$ cat config.mk
export PLATFORM = sky130hd
export DESIGN_NAME = classifier_ctrl_flat
export DESIGN_NICKNAME = d
export VERILOG_FILES = /design/src/rtl/classifier_ctrl_pkg.sv /design/src/rtl/classifier_ctrl_if.sv /design/src/rtl/classifier_ctrl_class_stats.sv /design/src/rtl/classifier_ctrl.sv /design/src/flat_wrapper.sv
export SDC_FILE = /design/constraint.sdc
export NUM_CORES = 1
export LEC_CHECK = 0
export ABC_AREA = 0
export BUFFER_PORTS_ARGS = -buffer_cell sky130_fd_sc_hd__buf_2
export CAP_MARGIN = 0
export CORE_UTILIZATION = 29
export CTS_CLUSTER_DIAMETER = 200
export DETAILED_ROUTE_END_ITERATION = 8
export PLACE_DENSITY = 0.43
export SLEW_MARGIN = 20
export SYNTH_ARGS = -nofsm -noshare
export SYNTH_HDL_FRONTEND = slang
export SYNTH_SLANG_ARGS = --single-unit
$ cat constraint.sdc
create_clock -name clk -period 2.1 [get_ports clk]
set_input_delay 0 -clock clk [delete_from_list [all_inputs] [get_ports clk]]
set_output_delay 0 -clock clk [all_outputs]
set_load 0.005 [all_outputs]
$ cat src/rtl/classifier_ctrl_pkg.sv
// Shared constants and types for the pixel classifier control block.
package classifier_ctrl_pkg;

  localparam int NUM_THR   = 12;
  localparam int THR_W     = 9;
  localparam int NUM_CLS   = 5;
  localparam int CNT_WIDTH = 20;
  localparam int FRAME_W   = 16;

  localparam logic [4:0] ADDR_THR_LAST  = 5'd11;
  localparam logic [4:0] ADDR_CTRL      = 5'd12;
  localparam logic [4:0] ADDR_SNAP_BASE = 5'd16;
  localparam logic [4:0] ADDR_SNAP_LAST = 5'd20;
  localparam logic [4:0] ADDR_FRAME     = 5'd21;

  // sat, val, then lo/hi hue pairs for red, yellow, green, blue, pink
  localparam logic [THR_W-1:0] THR_DEFAULT [NUM_THR] = '{
    9'd153, 9'd127, 9'd30,  9'd330, 9'd50,  9'd70,
    9'd160, 9'd180, 9'd200, 9'd250, 9'd270, 9'd330
  };

  typedef enum logic [2:0] {
    CLS_NONE   = 3'd0,
    CLS_RED    = 3'd1,
    CLS_YELLOW = 3'd2,
    CLS_GREEN  = 3'd3,
    CLS_BLUE   = 3'd4,
    CLS_PINK   = 3'd5
  } cls_e;

  typedef enum logic {
    ST_IDLE,
    ST_IN_FRAME
  } state_e;

endpackage

$ cat src/rtl/classifier_ctrl_if.sv
// Register bus between a host and the classifier control block.
interface classifier_ctrl_if;
  logic [4:0]  s_address;
  logic        s_write;
  logic [31:0] s_writedata;
  logic        s_read;
  logic [31:0] s_readdata;

  modport master (output s_address, s_write, s_writedata, s_read, input s_readdata);
  modport slave  (input s_address, s_write, s_writedata, s_read, output s_readdata);
endinterface

$ cat src/rtl/classifier_ctrl_class_stats.sv
// Per-class working pixel counters with saturation and end-of-frame snapshots.
module class_stats
  import classifier_ctrl_pkg::*;
#(
  parameter int CNT_W = CNT_WIDTH
) (
  input  logic             clk,
  input  logic             rst,
  input  logic             count_en_i,
  input  logic             restart_i,
  input  logic             snap_i,
  input  logic [2:0]       cls_i,
  output logic [CNT_W-1:0] snap_o [NUM_CLS]
);

  logic [CNT_W-1:0] work_q [NUM_CLS];
  logic [CNT_W-1:0] work_d [NUM_CLS];
  logic [CNT_W-1:0] snap_q [NUM_CLS];
  logic [CNT_W-1:0] snap_d [NUM_CLS];
  logic [CNT_W-1:0] next_cnt [NUM_CLS];

  // A restart drops the stale partial count but still counts its own pixel;
  // the snapshot therefore sees the count including the eop pixel.
  always_comb begin
    for (int k = 0; k < NUM_CLS; k++) begin
      next_cnt[k] = work_q[k];
      if (restart_i)
        next_cnt[k] = CNT_W'(count_en_i && (cls_i == 3'(k + 1)));
      else if (count_en_i && (cls_i == 3'(k + 1)) && (work_q[k] != '1))
        next_cnt[k] = work_q[k] + 1'b1;
      snap_d[k] = snap_i ? next_cnt[k] : snap_q[k];
      work_d[k] = snap_i ? '0 : next_cnt[k];
    end
  end

  // NOTE: state registers take non-blocking assignments only; all next-state
  // arithmetic stays in the always_comb above.
  always_ff @(posedge clk or negedge rst) begin
    if (!rst) begin
      for (int k = 0; k < NUM_CLS; k++) begin
        work_q[k] <= '0;
        snap_q[k] <= '0;
      end
    end else begin
      for (int k = 0; k < NUM_CLS; k++) begin
        work_q[k] <= work_d[k];
        snap_q[k] <= snap_d[k];
      end
    end
  end

  assign snap_o = snap_q;

endmodule

$ cat src/rtl/classifier_ctrl.sv
// Threshold register file with frame-aligned commit, frame FSM and class statistics.
module classifier_ctrl
  import classifier_ctrl_pkg::*;
#(
  parameter int CNT_W = CNT_WIDTH
) (
  input  logic                      clk,
  input  logic                      rst,
  classifier_ctrl_if.slave          bus,
  input  logic                      cls_valid,
  input  logic                      cls_sop,
  input  logic                      cls_eop,
  input  logic [2:0]                pixel_classification,
  output logic [NUM_THR*THR_W-1:0]  classifier_config,
  output logic                      commit_pending
);

  state_e             state_q;
  logic               pending_q;
  logic [FRAME_W-1:0] frame_q;
  logic [31:0]        rdata_q;
  logic [31:0]        rdata_d;
  logic [THR_W-1:0]   shadow_q [NUM_THR];
  logic [THR_W-1:0]   active_q [NUM_THR];
  logic [CNT_W-1:0]   snap_cnt [NUM_CLS];

  logic in_frame, sop, eop, count_en, frame_end, ctrl_wr, shadow_wr, commit;
  logic unused_wdata;

  assign in_frame  = (state_q == ST_IN_FRAME);
  assign sop       = cls_valid && cls_sop;
  assign eop       = cls_valid && cls_eop;
  // Pixels seen in IDLE without a sop belong to no frame and are dropped.
  assign count_en  = cls_valid && (in_frame || cls_sop);
  assign frame_end = eop && (in_frame || cls_sop);
  assign ctrl_wr   = bus.s_write && (bus.s_address == ADDR_CTRL) && bus.s_writedata[0];
  assign shadow_wr = bus.s_write && (bus.s_address <= ADDR_THR_LAST);
  // A commit write landing on the eop cycle is honoured by that same eop.
  assign commit    = (pending_q && !in_frame && !sop) || ((pending_q || ctrl_wr) && frame_end);
  assign unused_wdata = ^bus.s_writedata[31:THR_W];

  always_comb begin
    rdata_d = '0;
    if (bus.s_address <= ADDR_THR_LAST)
      rdata_d = 32'(shadow_q[bus.s_address[3:0]]);
    else if (bus.s_address == ADDR_CTRL)
      rdata_d = {30'b0, in_frame, pending_q};
    else if (bus.s_address >= ADDR_SNAP_BASE && bus.s_address <= ADDR_SNAP_LAST)
      rdata_d = 32'(snap_cnt[bus.s_address[2:0]]);
    else if (bus.s_address == ADDR_FRAME)
      rdata_d = 32'(frame_q);
  end

  // NOTE: the threshold banks are reset element by element because they must
  // come out of reset holding the default thresholds, not zero.
  always_ff @(posedge clk or negedge rst) begin
    if (!rst) begin
      state_q   <= ST_IDLE;
      pending_q <= 1'b0;
      frame_q   <= '0;
      rdata_q   <= '0;
      for (int k = 0; k < NUM_THR; k++) begin
        shadow_q[k] <= THR_DEFAULT[k];
        active_q[k] <= THR_DEFAULT[k];
      end
    end else begin
      case (state_q)
        ST_IDLE:     if (sop && !cls_eop) state_q <= ST_IN_FRAME;
        ST_IN_FRAME: if (eop) state_q <= ST_IDLE;
        default:     state_q <= ST_IDLE;
      endcase
      pending_q <= commit ? 1'b0 : (pending_q || ctrl_wr);
      if (frame_end) frame_q <= frame_q + 1'b1;
      if (bus.s_read) rdata_q <= rdata_d;
      if (shadow_wr) shadow_q[bus.s_address[3:0]] <= bus.s_writedata[THR_W-1:0];
      if (commit) begin
        for (int k = 0; k < NUM_THR; k++) active_q[k] <= shadow_q[k];
      end
    end
  end

  always_comb begin
    classifier_config = '0;
    for (int k = 0; k < NUM_THR; k++)
      classifier_config[THR_W*k +: THR_W] = active_q[k];
  end

  assign commit_pending = pending_q;
  assign bus.s_readdata = rdata_q;

  class_stats #(.CNT_W(CNT_W)) u_stats (
    .clk        (clk),
    .rst        (rst),
    .count_en_i (count_en),
    .restart_i  (sop),
    .snap_i     (frame_end),
    .cls_i      (pixel_classification),
    .snap_o     (snap_cnt)
  );

endmodule

$ cat src/flat_wrapper.sv
// flat-port wrapper written by rule: the top's interface ports become plain ports
module classifier_ctrl_flat import classifier_ctrl_pkg::*;
#(
  parameter int CNT_W = CNT_WIDTH
)
  (clk, rst, cls_valid, cls_sop, cls_eop, pixel_classification, classifier_config, commit_pending, bus_s_address, bus_s_write, bus_s_writedata, bus_s_read, bus_s_readdata);
  classifier_ctrl_if bus_i ();
  input  logic clk;
  input  logic rst;
  input  logic cls_valid;
  input  logic cls_sop;
  input  logic cls_eop;
  input  logic [2:0] pixel_classification;
  output logic [NUM_THR*THR_W-1:0] classifier_config;
  output logic commit_pending;
  input wire logic [$bits(bus_i.s_address)-1:0] bus_s_address;
  input wire logic [$bits(bus_i.s_write)-1:0] bus_s_write;
  input wire logic [$bits(bus_i.s_writedata)-1:0] bus_s_writedata;
  input wire logic [$bits(bus_i.s_read)-1:0] bus_s_read;
  output wire logic [$bits(bus_i.s_readdata)-1:0] bus_s_readdata;
  assign bus_i.s_address = bus_s_address;
  assign bus_i.s_write = bus_s_write;
  assign bus_i.s_writedata = bus_s_writedata;
  assign bus_i.s_read = bus_s_read;
  assign bus_s_readdata = bus_i.s_readdata;
  classifier_ctrl #(.CNT_W(CNT_W)) u_core (.clk(clk), .rst(rst), .bus(bus_i), .cls_valid(cls_valid), .cls_sop(cls_sop), .cls_eop(cls_eop), .pixel_classification(pixel_classification), .classifier_config(classifier_config), .commit_pending(commit_pending));
endmodule
==> flow_summary.html, run 1 <==
<table>
<tr><th>Metric</th><th>Value</th></tr>
<tr><th colspan="2">Power and ir drop</th></tr>
<tr><td>Maximum resistive drop on vdd</td><td>just under 0.7 mV</td></tr>
<tr><td>Leakage component of the power</td><td>roughly 0.011 uW</td></tr>
<tr><td>Total Power Consumption</td><td>approximately 23000 uW</td></tr>
<tr><td>Cell Pwr Density</td><td>between 900 and 1000 nW/um2</td></tr>
<tr><th colspan="2">CTS</th></tr>
<tr><td>Buffer type at the clock tree root</td><td>clkbuf_16</td></tr>
<tr><td>CTS buffer count</td><td>between 50 and 60</td></tr>
<tr><td>TritonCTS clock tree</td><td>built</td></tr>
<tr><td>Worst-Skew Late Latency</td><td>0.62 ns</td></tr>
<tr><td>Clock input transition at the sequential cells of the worst setup and hold paths</td><td>0.06 ns</td></tr>
<tr><td>H-tree levels</td><td>2</td></tr>
<tr><td>Number of buffers between clock root and the deepest sink</td><td>3</td></tr>
<tr><td>Num Clock Sinks</td><td>~450</td></tr>
<tr><th colspan="2">Detailed routing</th></tr>
<tr><td>Mean number of vias per cell</td><td>4.823</td></tr>
<tr><td>First-pass detailed-route iteration total</td><td>5</td></tr>
<tr><td>Via Count</td><td>~14k</td></tr>
<tr><td>DR WL/cell</td><td>20.29 um</td></tr>
<tr><td>DRC Markers</td><td>0</td></tr>
<tr><td>DRT antenna net count</td><td>0</td></tr>
<tr><td>Detailed-route wire length</td><td>~60 mm</td></tr>
<tr><td>Iteration-0 DRC count of the detailed router</td><td>just over 1k</td></tr>
<tr><th colspan="2">STA</th></tr>
<tr><td>RSZ-0062 raised after global routing</td><td>yes</td></tr>
<tr><td>Measured slew at the worst slew-check pin</td><td>between 0.5 and 0.6 ns</td></tr>
<tr><td>Clock skew</td><td>between 0.05 and 0.06 ns</td></tr>
<tr><td>Worst slew margin</td><td>0.6119</td></tr>
<tr><td>Tmin final</td><td>a little over 2 ns</td></tr>
<tr><td>Achievable Freq</td><td>491.9 MHz</td></tr>
<tr><td>Setup ws final</td><td>about 0.067 ns</td></tr>
<tr><td>Final critical-path share of the clock period</td><td>0.9681</td></tr>
<tr><td>Endpoints failing setup</td><td>0</td></tr>
<tr><td>Count of pins over their slew limit</td><td>0</td></tr>
<tr><td>Final hold slack</td><td>between 0.04 and 0.05 ns</td></tr>
<tr><td>Final Hold Violating Endpoints</td><td>0</td></tr>
<tr><th colspan="2">Yosys</th></tr>
<tr><td>Leading area contributor after synthesis</td><td>dfrtp_1</td></tr>
<tr><td>Number of warnings reported in the yosys synthesis log</td><td>0</td></tr>
<tr><td>Number of synthesized flops with an enable pin</td><td>0</td></tr>
<tr><td>Simple-gate share of the synthesized area</td><td>0.1212</td></tr>
<tr><td>Main combinational cell family by area after synthesis</td><td>multiplexers</td></tr>
<tr><td>Post-synthesis xor/xnor area fraction</td><td>0.04191</td></tr>
<tr><td>Proportion of netlist area held by the largest area contributor</td><td>0.4374</td></tr>
<tr><td>Multiplexer share of the synthesized area</td><td>0.1848</td></tr>
<tr><td>Mean instance size in the synthesized netlist</td><td>approximately 12 um2</td></tr>
<tr><td>Top post-synthesis cells by count</td><td>dfrtp_1, mux2_2, nand2_1</td></tr>
<tr><td>Most numerous cell in the Yosys netlist</td><td>dfrtp_1</td></tr>
<tr><td>Top cells by area, synth</td><td>dfrtp_1, dfstp_2, mux2_2, mux4_2, nand2_1</td></tr>
<tr><td>Yosys reg bits</td><td>between 400 and 500</td></tr>
<tr><td>Sequential fraction of the synthesis area</td><td>0.5606</td></tr>
<tr><td>Prevailing post-synth register cell</td><td>dfrtp_1</td></tr>
<tr><td>Total standard cell area after synthesis</td><td>between 20000 and 25000 um2</td></tr>
<tr><td>Synth unique cells</td><td>65</td></tr>
<tr><td>Async set-or-reset flop fraction in the synthesized netlist</td><td>1.000</td></tr>
<tr><td>Adder-cell area share of the yosys netlist</td><td>0.003666</td></tr>
<tr><td>Synthesized-area fraction occupied by ao, oa, aoi and oai cells</td><td>0.06079</td></tr>
<tr><td>Cell count after synthesis</td><td>approximately 1.7k</td></tr>
<tr><th colspan="2">Setup path</th></tr>
<tr><td>CP required</td><td>around 2.5 ns</td></tr>
<tr><td>Total buffers and inverters traversed by the critical path</td><td>0</td></tr>
<tr><td>Crit path from</td><td>u_core.u_stats.work_q[78]</td></tr>
<tr><td>Launch point of the worst reg-to-reg path</td><td>u_core.u_stats.work_q[78]</td></tr>
<tr><td>Critical Path Slowest Stage Cell</td><td>or4_4</td></tr>
<tr><td>Kind of critical path</td><td>flip-flop to flip-flop</td></tr>
<tr><td>Delay-heaviest family, CP</td><td>simple AND/OR/NAND/NOR gates</td></tr>
<tr><td>Slowest cell delay on critical path</td><td>0.48 ns</td></tr>
<tr><td>Maximum fanout encountered on the critical timing path</td><td>6</td></tr>
<tr><td>Type of destination of the critical path</td><td>flip-flop</td></tr>
<tr><td>Worst path cell trace</td><td>nand4_1, or3_4, or4_4, nand4b_1, xor2_1, o21ai_0</td></tr>
<tr><td>Startpoint type of the worst setup path</td><td>flip-flop</td></tr>
<tr><td>Data arrival, critical path</td><td>~2.5 ns</td></tr>
<tr><th colspan="2">Global route</th></tr>
<tr><td>Maximum number of pins on one net before global-route repair</td><td>100</td></tr>
<tr><td>Global-route met3 utilization</td><td>0.02437</td></tr>
<tr><td>Initial antenna violation count</td><td>1</td></tr>
<tr><td>Routing usage on met2</td><td>0.2714</td></tr>
<tr><td>GRT Overall Usage</td><td>0.1692</td></tr>
<tr><td>First-pass GRT wire length</td><td>between 90 and 100 mm</td></tr>
<tr><td>Global route total overflow</td><td>0</td></tr>
<tr><td>Number of global-route vias before repair</td><td>14.61k</td></tr>
<tr><td>Met1 track demand over resource in global routing</td><td>0.2385</td></tr>
<tr><td>Peak-usage layer in the global routing report</td><td>met2</td></tr>
<tr><th colspan="2">Floorplan</th></tr>
<tr><td>Die Outline Area</td><td>71690 um2</td></tr>
<tr><td>Initial Util</td><td>0.2930</td></tr>
<tr><td>Standard cell core area</td><td>between 60000 and 70000 um2</td></tr>
<tr><td>Die outline height</td><td>~270 um</td></tr>
<tr><td>Num rows</td><td>between 90 and 100</td></tr>
<tr><td>Number of primary I/O pins</td><td>approximately 190</td></tr>
<tr><td>Die span in x</td><td>between 200 and 300 um</td></tr>
<tr><th colspan="2">Placed design</th></tr>
<tr><td>Dpl ws</td><td>-0.08070 ns</td></tr>
<tr><td>Port-buffer cells</td><td>around 150</td></tr>
<tr><td>Number of placed cells counting well taps</td><td>around 2.8k</td></tr>
<tr><td>Final HPWL from detailed placement</td><td>around 42 mm</td></tr>
<tr><td>Weighted congestion at the end of routability-driven global placement</td><td>roughly 0.84</td></tr>
<tr><th colspan="2">Cells and area</th></tr>
<tr><td>Fraction of final layout cells sized beyond drive strength 1</td><td>0.3932</td></tr>
<tr><td>Synthesis-to-layout area growth</td><td>24.18%</td></tr>
<tr><td>Final core utilization</td><td>0.3638</td></tr>
<tr><td>Post-route non-filler standard cell count</td><td>about 2.9k</td></tr>
<tr><td>Layout fillers</td><td>6952</td></tr>
<tr><td>Net count reported at finish</td><td>around 2k</td></tr>
<tr><th colspan="2">Outcome</th></tr>
<tr><td>Status</td><td>finished, final reports clean</td></tr>
<tr><th colspan="2">Worst hold path</th></tr>
<tr><td>Class of the most critical hold timing path</td><td>input pin to asynchronous set/reset pin</td></tr>
<tr><th colspan="2">Run</th></tr>
<tr><td>Max-cap violations</td><td>0</td></tr>
</table>
[state kept, by name, indices dropped and copies added (netlist names)]
signal and cells:
u_core.classifier_config 108, u_core.shadow_q 108, u_core.u_stats.snap_o 100, u_core.u_stats.work_q 100, u_core.bus.s_readdata 20, u_core.frame_q 16, u_core.commit_pending 1, u_core.in_frame 1
[power by group]
part	switching [uW]	internal, uW
clock network	3810	5420
logic	1340	1520
registers	774	10100
[placed cells by master, fill, tap and decap left out, types with 44 or more instances in the layout]
master,n
dfrtp_1,358
mux2_2,223
nand2_1,171
buf_2,150
nor2_1,135
buf_4,121
dfstp_2,96
o21ai_0,83
clkbuf_16,53
xor2_1,49
nand3_1,46
mux4_2,45
nand4_1,44
[area by class of cell]
| type | instances | area (um2) | area share |
|---|---|---|---|
| multi-input combinational | 1119 | 8703 | 0.3422 |
| clock buffer | 87 | 1584 | 0.06228 |
| sequential | 454 | 11480 | 0.4514 |
| tap | 940 | 1176 | 0.04625 |
| antenna | 1 | 2.502 | 0.00009840 |
| inverter | 19 | 71.32 | 0.002804 |
| timing repair buffer | 313 | 2245 | 0.08826 |
| clock inverter | 12 | 168.9 | 0.006642 |
[per-layer routing]
layer  routed length [um]  share of wire  up-vias
met3                 2393          0.040       84
met5                    0              0        -
met4                 1307          0.022        0
met2                28250           0.47      279
met1                27820           0.47     7270
li1                     -              -     6572
[logic make-up (layout without fill, tap and decap cells)]
| kind of cell | after synthesis | count (layout) |
|---|---|---|
| adder cells (fa/ha/maj) | 6 | 6 |
| AND/OR/NAND/NOR | 517 | 517 |
| AO/OA/AOI/OAI | 192 | 192 |
| other | 1 | 13 |
| XOR/XNOR | 98 | 98 |
| buffers and inverters | 123 | 431 |
| flip-flops | 454 | 454 |
| multiplexers | 294 | 294 |
[through the flow]
stage	instance area, um2	TNS [ns]
6_report	25430	0
3_5_place_dp	23130	-0.3762
3_3_place_gp	23130	-0.04361
2_1_floorplan	20520	0
4_1_cts	25180	0
5_1_grt	25430	-0.09302
[repair_timing]
action / 4_1_cts / 5_1_grt
hold buffers: 25 / 0
buffers inserted: 1 / 10
gates resized for setup: 3 / 31
endpoints found under the hold margin: 587 / 0
pin swaps: 1 / 16
setup endpoints to repair: 6 / 84
[path summary, 6_finish.rpt]
check / end / depth (start not counted) / slack (ns)
min reg2reg: u_core.u_stats.snap_o[70] / 2 / 0.48
max: u_core.u_stats.snap_o[67] / 6 / 0.07
min in group clk: u_core.commit_pending / 6 / 0.05
max reg2reg: u_core.u_stats.snap_o[67] / 6 / 0.07
min: u_core.shadow_q[106] / 2 / 0.05
max in group asynchronous: u_core.classifier_config[2] / 3 / 1.17
Note: power is estimated with default switching activity, not from simulation.
==> inputs of run 2 (changes only) <==
--- a/config.mk
+++ b/config.mk
@@ -11,7 +11,7 @@
 export CORE_UTILIZATION = 29
 export CTS_CLUSTER_DIAMETER = 200
 export DETAILED_ROUTE_END_ITERATION = 8
-export PLACE_DENSITY = 0.43
+export PLACE_DENSITY = 0.52
 export SLEW_MARGIN = 20
 export SYNTH_ARGS = -nofsm -noshare
 export SYNTH_HDL_FRONTEND = slang
==> flow_summary.html, run 2 (synthesis results as in run 1) <==
<table>
<tr><th>Metric</th><th>Value</th></tr>
<tr><th colspan="2">Floorplan</th></tr>
<tr><td>Die Outline Area</td><td>71690 um2 (unchanged)</td></tr>
<tr><td>Initial Util</td><td>0.2930 (unchanged)</td></tr>
<tr><td>Standard cell core area</td><td>69910 um2 (unchanged)</td></tr>
<tr><td>Number of primary I/O pins</td><td>188 (unchanged)</td></tr>
<tr><td>Num rows</td><td>97 (unchanged)</td></tr>
<tr><td>Die span in x</td><td>267.7 um (unchanged)</td></tr>
<tr><td>Die outline height</td><td>267.7 um (unchanged)</td></tr>
<tr><th colspan="2">Setup path</th></tr>
<tr><td>Critical Path Slowest Stage Cell</td><td>or3b_2</td></tr>
<tr><td>Worst path cell trace</td><td>ha_1, nand3_1, nor3_1, or3b_2, nor4_2, xnor2_1, o21ai_1</td></tr>
<tr><td>Maximum fanout encountered on the critical timing path</td><td>4 (-2)</td></tr>
<tr><td>CP required</td><td>2.57 ns (+0.03 ns)</td></tr>
<tr><td>Critical path depth in cells</td><td>7 (+1)</td></tr>
<tr><td>Slowest cell delay on critical path</td><td>0.53 ns (+0.05 ns)</td></tr>
<tr><td>Type of destination of the critical path</td><td>flip-flop</td></tr>
<tr><td>Startpoint type of the worst setup path</td><td>flip-flop</td></tr>
<tr><td>Kind of critical path</td><td>flip-flop to flip-flop</td></tr>
<tr><td>Delay-heaviest family, CP</td><td>simple AND/OR/NAND/NOR gates</td></tr>
<tr><td>Length in cells of the worst reg-to-reg path</td><td>7 (+1)</td></tr>
<tr><td>Data arrival, critical path</td><td>2.48 ns (about the same)</td></tr>
<tr><td>Total buffers and inverters traversed by the critical path</td><td>0 (unchanged)</td></tr>
<tr><th colspan="2">Global route</th></tr>
<tr><td>Maximum number of pins on one net before global-route repair</td><td>83 (-17%)</td></tr>
<tr><td>First-pass GRT wire length</td><td>89.84 mm (-2.4%)</td></tr>
<tr><td>Global route total overflow</td><td>0 (unchanged)</td></tr>
<tr><td>Initial antenna violation count</td><td>1 (unchanged)</td></tr>
<tr><td>GRT Overall Usage</td><td>0.1630 (-0.006173)</td></tr>
<tr><td>Number of global-route vias before repair</td><td>14.89k (+1.9%)</td></tr>
<tr><th colspan="2">Placed design</th></tr>
<tr><td>Port-buffer cells</td><td>152 (unchanged)</td></tr>
<tr><td>Final HPWL from detailed placement</td><td>41.02 mm (-3.0%)</td></tr>
<tr><td>Placement-stage cell area</td><td>23030 um2 (-0.42%)</td></tr>
<tr><td>Weighted congestion at the end of routability-driven global placement</td><td>0.9056 (+8.1%)</td></tr>
<tr><th colspan="2">Cells and area</th></tr>
<tr><td>Highest-count cells in the layout ignoring fill and taps</td><td>dfrtp_1, mux2_2, nand2_1, buf_2, nor2_1</td></tr>
<tr><td>Post-route cell area</td><td>25170 um2 (-1.0%)</td></tr>
<tr><td>Synthesis-to-layout area growth</td><td>22.90%</td></tr>
<tr><td>Fraction of final layout cells sized beyond drive strength 1</td><td>0.3836 (-0.009610)</td></tr>
<tr><td>Net count reported at finish</td><td>1989 (-1.2%)</td></tr>
<tr><td>Most common cell after layout, fill and taps aside</td><td>dfrtp_1</td></tr>
<tr><td>Final antenna diode count</td><td>0 (-1)</td></tr>
<tr><th colspan="2">Detailed routing</th></tr>
<tr><td>Iteration-0 DRC count of the detailed router</td><td>801 (-21%)</td></tr>
<tr><td>DRT antenna net count</td><td>0 (unchanged)</td></tr>
<tr><td>Detailed-route wire length</td><td>58.73 mm (-1.7%)</td></tr>
<tr><td>First-pass detailed-route iteration total</td><td>7 (+2)</td></tr>
<tr><td>DRC Markers</td><td>0 (unchanged)</td></tr>
<tr><td>Via Count</td><td>14.48k (+1.9%)</td></tr>
<tr><td>DR WL/cell</td><td>20.14 um (-0.76%)</td></tr>
<tr><td>Mean number of vias per cell</td><td>4.965 (+2.9%)</td></tr>
<tr><th colspan="2">Run</th></tr>
<tr><td>Max-cap violations</td><td>0 (unchanged)</td></tr>
<tr><th colspan="2">STA</th></tr>
<tr><td>Measured slew at the worst slew-check pin</td><td>0.9310 ns (+0.3488 ns)</td></tr>
<tr><td>Achievable Freq</td><td>498.5 MHz (+1.4%)</td></tr>
<tr><td>Worst slew margin</td><td>0.3780 (-0.2338)</td></tr>
<tr><td>Final Hold Violating Endpoints</td><td>0 (unchanged)</td></tr>
<tr><td>Final critical-path share of the clock period</td><td>0.9552 (-0.01296)</td></tr>
<tr><td>Count of pins over their slew limit</td><td>0 (unchanged)</td></tr>
<tr><td>Endpoints failing setup</td><td>0 (unchanged)</td></tr>
<tr><td>Tmin final</td><td>2.006 ns (-0.02722 ns)</td></tr>
<tr><td>Clock skew</td><td>0.02895 ns (-0.02889 ns)</td></tr>
<tr><th colspan="2">Outcome</th></tr>
<tr><td>Status</td><td>finished, final reports clean</td></tr>
<tr><th colspan="2">CTS</th></tr>
<tr><td>Worst-Skew Late Latency</td><td>0.60 ns (-0.02 ns)</td></tr>
<tr><td>TritonCTS clock tree</td><td>built</td></tr>
<tr><td>Clock input transition at the sequential cells of the worst setup and hold paths</td><td>0.06 ns (about the same)</td></tr>
<tr><td>H-tree levels</td><td>2 (unchanged)</td></tr>
<tr><td>Num Clock Sinks</td><td>454 (unchanged)</td></tr>
<tr><td>Number of buffers between clock root and the deepest sink</td><td>3 (unchanged)</td></tr>
<tr><td>CTS buffer count</td><td>49 (-7.5%)</td></tr>
<tr><td>Buffer type at the clock tree root</td><td>clkbuf_16</td></tr>
<tr><th colspan="2">Worst hold path</th></tr>
<tr><td>Number of stages on the worst hold path</td><td>4</td></tr>
<tr><td>Class of the most critical hold timing path</td><td>input pin to flip-flop</td></tr>
<tr><th colspan="2">Power and ir drop</th></tr>
<tr><td>Total Power Consumption</td><td>22520 uW (-1.7%)</td></tr>
<tr><td>Cell Pwr Density</td><td>894.8 nW/um2 (-0.67%)</td></tr>
<tr><td>Leakage component of the power</td><td>0.01111 uW (-1.5%)</td></tr>
<tr><td>Maximum resistive drop on vdd</td><td>0.5011 mV (-28%)</td></tr>
</table>
-- run 2: cell count changes in the layout (fill, tap and decap cells not counted), sizes merged, moves of 2 or more --
| cell | delta |
|---|---|
| clkinv | +3 |
| buf | -20 |
| bufinv | +2 |
| dlygate4sd3 | -2 |
| clkbuf | -10 |
-- run 2: worst paths after layout --
path | start | to | slack [ns]
worst max-delay path | u_core.u_stats.work_q[81] | u_core.u_stats.snap_o[99] | 0.09
worst min-delay path | cls_valid | u_core.u_stats.snap_o[91] | 0.02
max in group asynchronous | rst | u_core.u_stats.snap_o[45] | 1.43
worst min register to register | u_core.u_stats.snap_o[11] | u_core.u_stats.snap_o[11] | 0.47
min in group asynchronous | rst | u_core.classifier_config[13] | 0.14
worst max register to register | u_core.u_stats.work_q[81] | u_core.u_stats.snap_o[99] | 0.09
-- run 2: per-layer routing --
layer	vias up	GRT usage	wire (um)
met1	7477	0.2236	26800
met5	-	0	8
met4	2	0.05313	1793
met3	111	0.02712	2762
li1	6516	-	-
met2	371	0.2617	27370
-- run 2: cell type report --
class,instances,area (um2)
clock buffer,75,1414
clock inverter,16,224.0
fill,6938,44740
inverter,19,71.32
multi-input combinational,1119,8651
sequential,454,11480
tap,940,1176
timing repair buffer,293,2153
-- run 2: what timing repair did --
| action | 4_1_cts | 5_1_grt |
|---|---|---|
| hold endpoints to repair | 514 | 0 |
| endpoints found under the setup margin | 2 | 189 |
| resized for setup | 2 | 27 |
| hold buffers | 24 | 0 |
| buffers inserted | 0 | 4 |
| pin swaps | 0 | 6 |
| cloned | 0 | 2 |
-- run 2: stage by stage --
| step | TNS (ns) | hold slack, ns | setup slack (ns) | instances | utilization |
|---|---|---|---|---|---|
| after floorplan | 0 | -0.2956 | 0.06687 | 1696 | - |
| after global placement | 0 | -0.02672 | 0.009486 | 2795 | 0.3295 |
| after detailed placement | -0.02132 | -0.01894 | -0.01923 | 2795 | 0.3295 |
| after CTS | 0 | 0.007919 | 0.005892 | 2910 | 0.3567 |
| after global routing | -0.05024 | 0.03737 | -0.02099 | 2916 | 0.3601 |
| final | 0 | 0.02004 | 0.09418 | 2916 | 0.3601 |
-- run 2: tightest hold or removal path: cells and delay by family --
family,cells,cell delay [ns]
AO/OA/AOI/OAI,3,0.39
buffers and inverters,1,0.18
-- run 2: power breakdown --
group / internal, uW / switching [uW] / leakage [uW]
logic: 1550 / 1370 / 0.00444
registers: 10100 / 743 / 0.00587
clock network: 5150 / 3660 / 0.000803
==> inputs of run 3 (changes only) <==
--- a/config.mk
+++ b/config.mk
@@ -11,7 +11,9 @@
 export CORE_UTILIZATION = 29
 export CTS_CLUSTER_DIAMETER = 200
 export DETAILED_ROUTE_END_ITERATION = 8
+export GPL_TIMING_DRIVEN = 0
 export PLACE_DENSITY = 0.52
+export SKIP_CTS_REPAIR_TIMING = 1
 export SLEW_MARGIN = 20
 export SYNTH_ARGS = -nofsm -noshare
 export SYNTH_HDL_FRONTEND = slang
==> flow_summary.html, run 3 (synthesis results as in run 1) <==
<table>
<tr><th>Metric</th><th>Value</th></tr>
<tr><th colspan="2">Outcome</th></tr>
<tr><td>Status</td><td>finished, violations left</td></tr>
<tr><td>Violated checks</td><td>negative setup slack</td></tr>
<tr><th colspan="2">Floorplan</th></tr>
<tr><td>Die outline height</td><td>267.7 um (unchanged)</td></tr>
<tr><td>Die Outline Area</td><td>71690 um2 (unchanged)</td></tr>
<tr><td>Num rows</td><td>97 (unchanged)</td></tr>
<tr><td>Number of primary I/O pins</td><td>188 (unchanged)</td></tr>
<tr><td>Standard cell core area</td><td>69910 um2 (unchanged)</td></tr>
<tr><td>Die span in x</td><td>267.7 um (unchanged)</td></tr>
<tr><td>Initial Util</td><td>0.2930 (unchanged)</td></tr>
<tr><th colspan="2">Cells and area</th></tr>
<tr><td>Final antenna diode count</td><td>0 (unchanged)</td></tr>
<tr><td>Net count reported at finish</td><td>2005 (+0.80%)</td></tr>
<tr><td>Post-route cell area</td><td>25610 um2 (+1.7%)</td></tr>
<tr><td>Layout fillers</td><td>6872 (-0.95%)</td></tr>
<tr><td>Highest-count cells in the layout ignoring fill and taps</td><td>dfrtp_1, mux2_2, nand2_1, buf_2, nor2_1</td></tr>
<tr><td>Most common cell after layout, fill and taps aside</td><td>dfrtp_1</td></tr>
<tr><td>Fraction of final layout cells sized beyond drive strength 1</td><td>0.4045 (+0.02092)</td></tr>
<tr><td>Synthesis-to-layout area growth</td><td>25.05%</td></tr>
<tr><td>Final core utilization</td><td>0.3663 (+0.006282)</td></tr>
<tr><th colspan="2">STA</th></tr>
<tr><td>Final Hold Violating Endpoints</td><td>0 (unchanged)</td></tr>
<tr><td>Final hold slack</td><td>0.01674 ns (-0.003303 ns)</td></tr>
<tr><td>Count of pins over their slew limit</td><td>0 (unchanged)</td></tr>
<tr><td>Tmin final</td><td>2.209 ns (+0.2036 ns)</td></tr>
<tr><td>RSZ-0062 raised after global routing</td><td>yes</td></tr>
<tr><td>Worst slew margin</td><td>0.3859 (+0.007872)</td></tr>
<tr><td>Setup TNS</td><td>-2.143 ns (-2.143 ns)</td></tr>
<tr><td>Clock skew</td><td>0.02184 ns (-0.007104 ns)</td></tr>
<tr><td>Final critical-path share of the clock period</td><td>1.052 (+0.09694)</td></tr>
<tr><td>Achievable Freq</td><td>452.6 MHz (-9.2%)</td></tr>
<tr><td>Measured slew at the worst slew-check pin</td><td>0.9192 ns (-0.01178 ns)</td></tr>
<tr><td>Endpoints failing setup</td><td>54 (+54)</td></tr>
<tr><td>Setup ws final</td><td>-0.1094 ns (-0.2036 ns)</td></tr>
<tr><th colspan="2">CTS</th></tr>
<tr><td>Num Clock Sinks</td><td>454 (unchanged)</td></tr>
<tr><td>CTS buffer count</td><td>50 (+2.0%)</td></tr>
<tr><td>Number of buffers between clock root and the deepest sink</td><td>3 (unchanged)</td></tr>
<tr><td>H-tree levels</td><td>2 (unchanged)</td></tr>
<tr><td>Buffer type at the clock tree root</td><td>clkbuf_16</td></tr>
<tr><td>TritonCTS clock tree</td><td>built</td></tr>
<tr><td>Clock input transition at the sequential cells of the worst setup and hold paths</td><td>0.06 ns (about the same)</td></tr>
<tr><td>Worst-Skew Late Latency</td><td>0.60 ns (about the same)</td></tr>
<tr><th colspan="2">Power and ir drop</th></tr>
<tr><td>Net switching power of the design</td><td>5824 uW (+0.93%)</td></tr>
<tr><td>Clock group share of total power</td><td>0.406 (+0.015)</td></tr>
<tr><td>P_int</td><td>17360 uW (+3.6%)</td></tr>
<tr><td>Portion of total power attributed to combinational logic</td><td>0.126 (-0.004)</td></tr>
<tr><td>Switching power share of the total</td><td>0.2512 (-0.005021)</td></tr>
<tr><td>Share of total power in sequential cells</td><td>0.468 (-0.011)</td></tr>
<tr><td>Leakage component of the power</td><td>0.01126 uW (+1.3%)</td></tr>
<tr><td>Maximum resistive drop on vdd</td><td>0.5866 mV (+17%)</td></tr>
<tr><td>Cell Pwr Density</td><td>905.4 nW/um2 (+1.2%)</td></tr>
<tr><th colspan="2">Placed design</th></tr>
<tr><td>Weighted congestion at the end of routability-driven global placement</td><td>0.8551 (-5.6%)</td></tr>
<tr><td>Final HPWL from detailed placement</td><td>45.81 mm (+12%)</td></tr>
<tr><td>Port-buffer cells</td><td>148 (-2.6%)</td></tr>
<tr><td>Placement-stage cell area</td><td>22590 um2 (-2.0%)</td></tr>
<tr><th colspan="2">Setup path</th></tr>
<tr><td>Maximum fanout encountered on the critical timing path</td><td>8 (+4)</td></tr>
<tr><td>Startpoint type of the worst setup path</td><td>flip-flop</td></tr>
<tr><td>CP required</td><td>2.56 ns (about the same)</td></tr>
<tr><td>Data arrival, critical path</td><td>2.67 ns (+0.19 ns)</td></tr>
<tr><td>Type of destination of the critical path</td><td>flip-flop</td></tr>
<tr><td>Kind of critical path</td><td>flip-flop to flip-flop</td></tr>
<tr><th colspan="2">Global route</th></tr>
<tr><td>Maximum number of pins on one net before global-route repair</td><td>100 (+20%)</td></tr>
<tr><td>GRT Overall Usage</td><td>0.1701 (+0.007108)</td></tr>
<tr><td>Number of global-route vias before repair</td><td>14.41k (-3.2%)</td></tr>
<tr><td>Global route total overflow</td><td>0 (unchanged)</td></tr>
<tr><td>First-pass GRT wire length</td><td>91.57 mm (+1.9%)</td></tr>
<tr><td>Initial antenna violation count</td><td>3 (+2)</td></tr>
<tr><th colspan="2">Run</th></tr>
<tr><td>Max-cap violations</td><td>0 (unchanged)</td></tr>
<tr><th colspan="2">Detailed routing</th></tr>
<tr><td>DRC Markers</td><td>0 (unchanged)</td></tr>
<tr><td>DR WL/cell</td><td>21.30 um (+5.8%)</td></tr>
<tr><td>Iteration-0 DRC count of the detailed router</td><td>1104 (+38%)</td></tr>
<tr><td>Mean number of vias per cell</td><td>4.999 (+0.68%)</td></tr>
<tr><td>First-pass detailed-route iteration total</td><td>5 (-2)</td></tr>
<tr><td>DRT antenna net count</td><td>0 (unchanged)</td></tr>
<tr><td>Detailed-route wire length</td><td>62.40 mm (+6.3%)</td></tr>
<tr><td>Via Count</td><td>14.65k (+1.2%)</td></tr>
<tr><th colspan="2">Worst hold path</th></tr>
<tr><td>Class of the most critical hold timing path</td><td>input pin to flip-flop</td></tr>
</table>
run 3: cell count changes in the layout (fill, tap and decap cells not counted), sizes merged:
cell	previous run	this run
buf	268	230
bufinv	4	6
clkbuf	77	137
clkinv	11	8
dlygate4sd3	23	17
inv	20	19
run 3: power groups by stage:
stage	combinational (uW)	sequential (uW)	clock, uW
2_1_floorplan	1530	10700	0
3_3_place_gp	2780	10900	0
3_5_place_dp	2860	11000	0
4_1_cts	2870	10800	9640
5_1_grt	3220	11000	9960
6_report	2930	10800	9410
run 3: layout make-up:
| type | instances | area (um2) | area share |
|---|---|---|---|
| tap | 940 | 1176 | 0.04593 |
| sequential | 454 | 11490 | 0.4486 |
| clock buffer | 76 | 1543 | 0.06024 |
| timing repair buffer | 209 | 1404 | 0.05482 |
| buffer | 99 | 484.2 | 0.01891 |
| multi-input combinational | 1119 | 9199 | 0.3592 |
| inverter | 19 | 71.32 | 0.002785 |
| clock inverter | 14 | 245.2 | 0.009576 |
run 3: worst paths after layout:
kind,from,end,slack (ns),cells past startpoint
worst min-delay path,pixel_classification[2],u_core.u_stats.snap_o[80],0.02,4
worst max register to register,u_core.in_frame,u_core.u_stats.snap_o[26],-0.11,8
worst max-delay path,u_core.in_frame,u_core.u_stats.snap_o[26],-0.11,8
worst min register to register,u_core.u_stats.snap_o[35],u_core.u_stats.snap_o[35],0.48,2
min in group asynchronous,rst,u_core.classifier_config[12],0.06,2
max in group asynchronous,rst,u_core.classifier_config[87],0.73,5
run 3: critical path, cell delays in order, from the launching register on:
cell     delay (ns)
dfrtp_2        0.41
nor2_2         0.07
buf_6          0.15
or4_4          0.56
a31oi_4        0.19
buf_6          0.16
nand4_1        0.15
xor2_2         0.30
o31ai_2        0.08
run 3: through the flow:
step | instances | total power (uW) | worst slack [ns]
finish | 2930 | 23190 | -0.1094
global route | 2930 | 24140 | -0.1884
CTS | 2879 | 23350 | -0.5770
detailed placement | 2789 | 13850 | -0.6280
global placement | 2784 | 13730 | -8.109
floorplan | 1696 | 12250 | 0.06687
run 3: per-layer routing:
layer  vias to the layer above  share of wire  track usage
li1                       6525              -            -
met1                      7602           0.44       0.2363
met2                       436           0.47       0.2730
met3                        79          0.055      0.02648
met4                         4          0.026      0.05112
met5                         -        0.00043            0
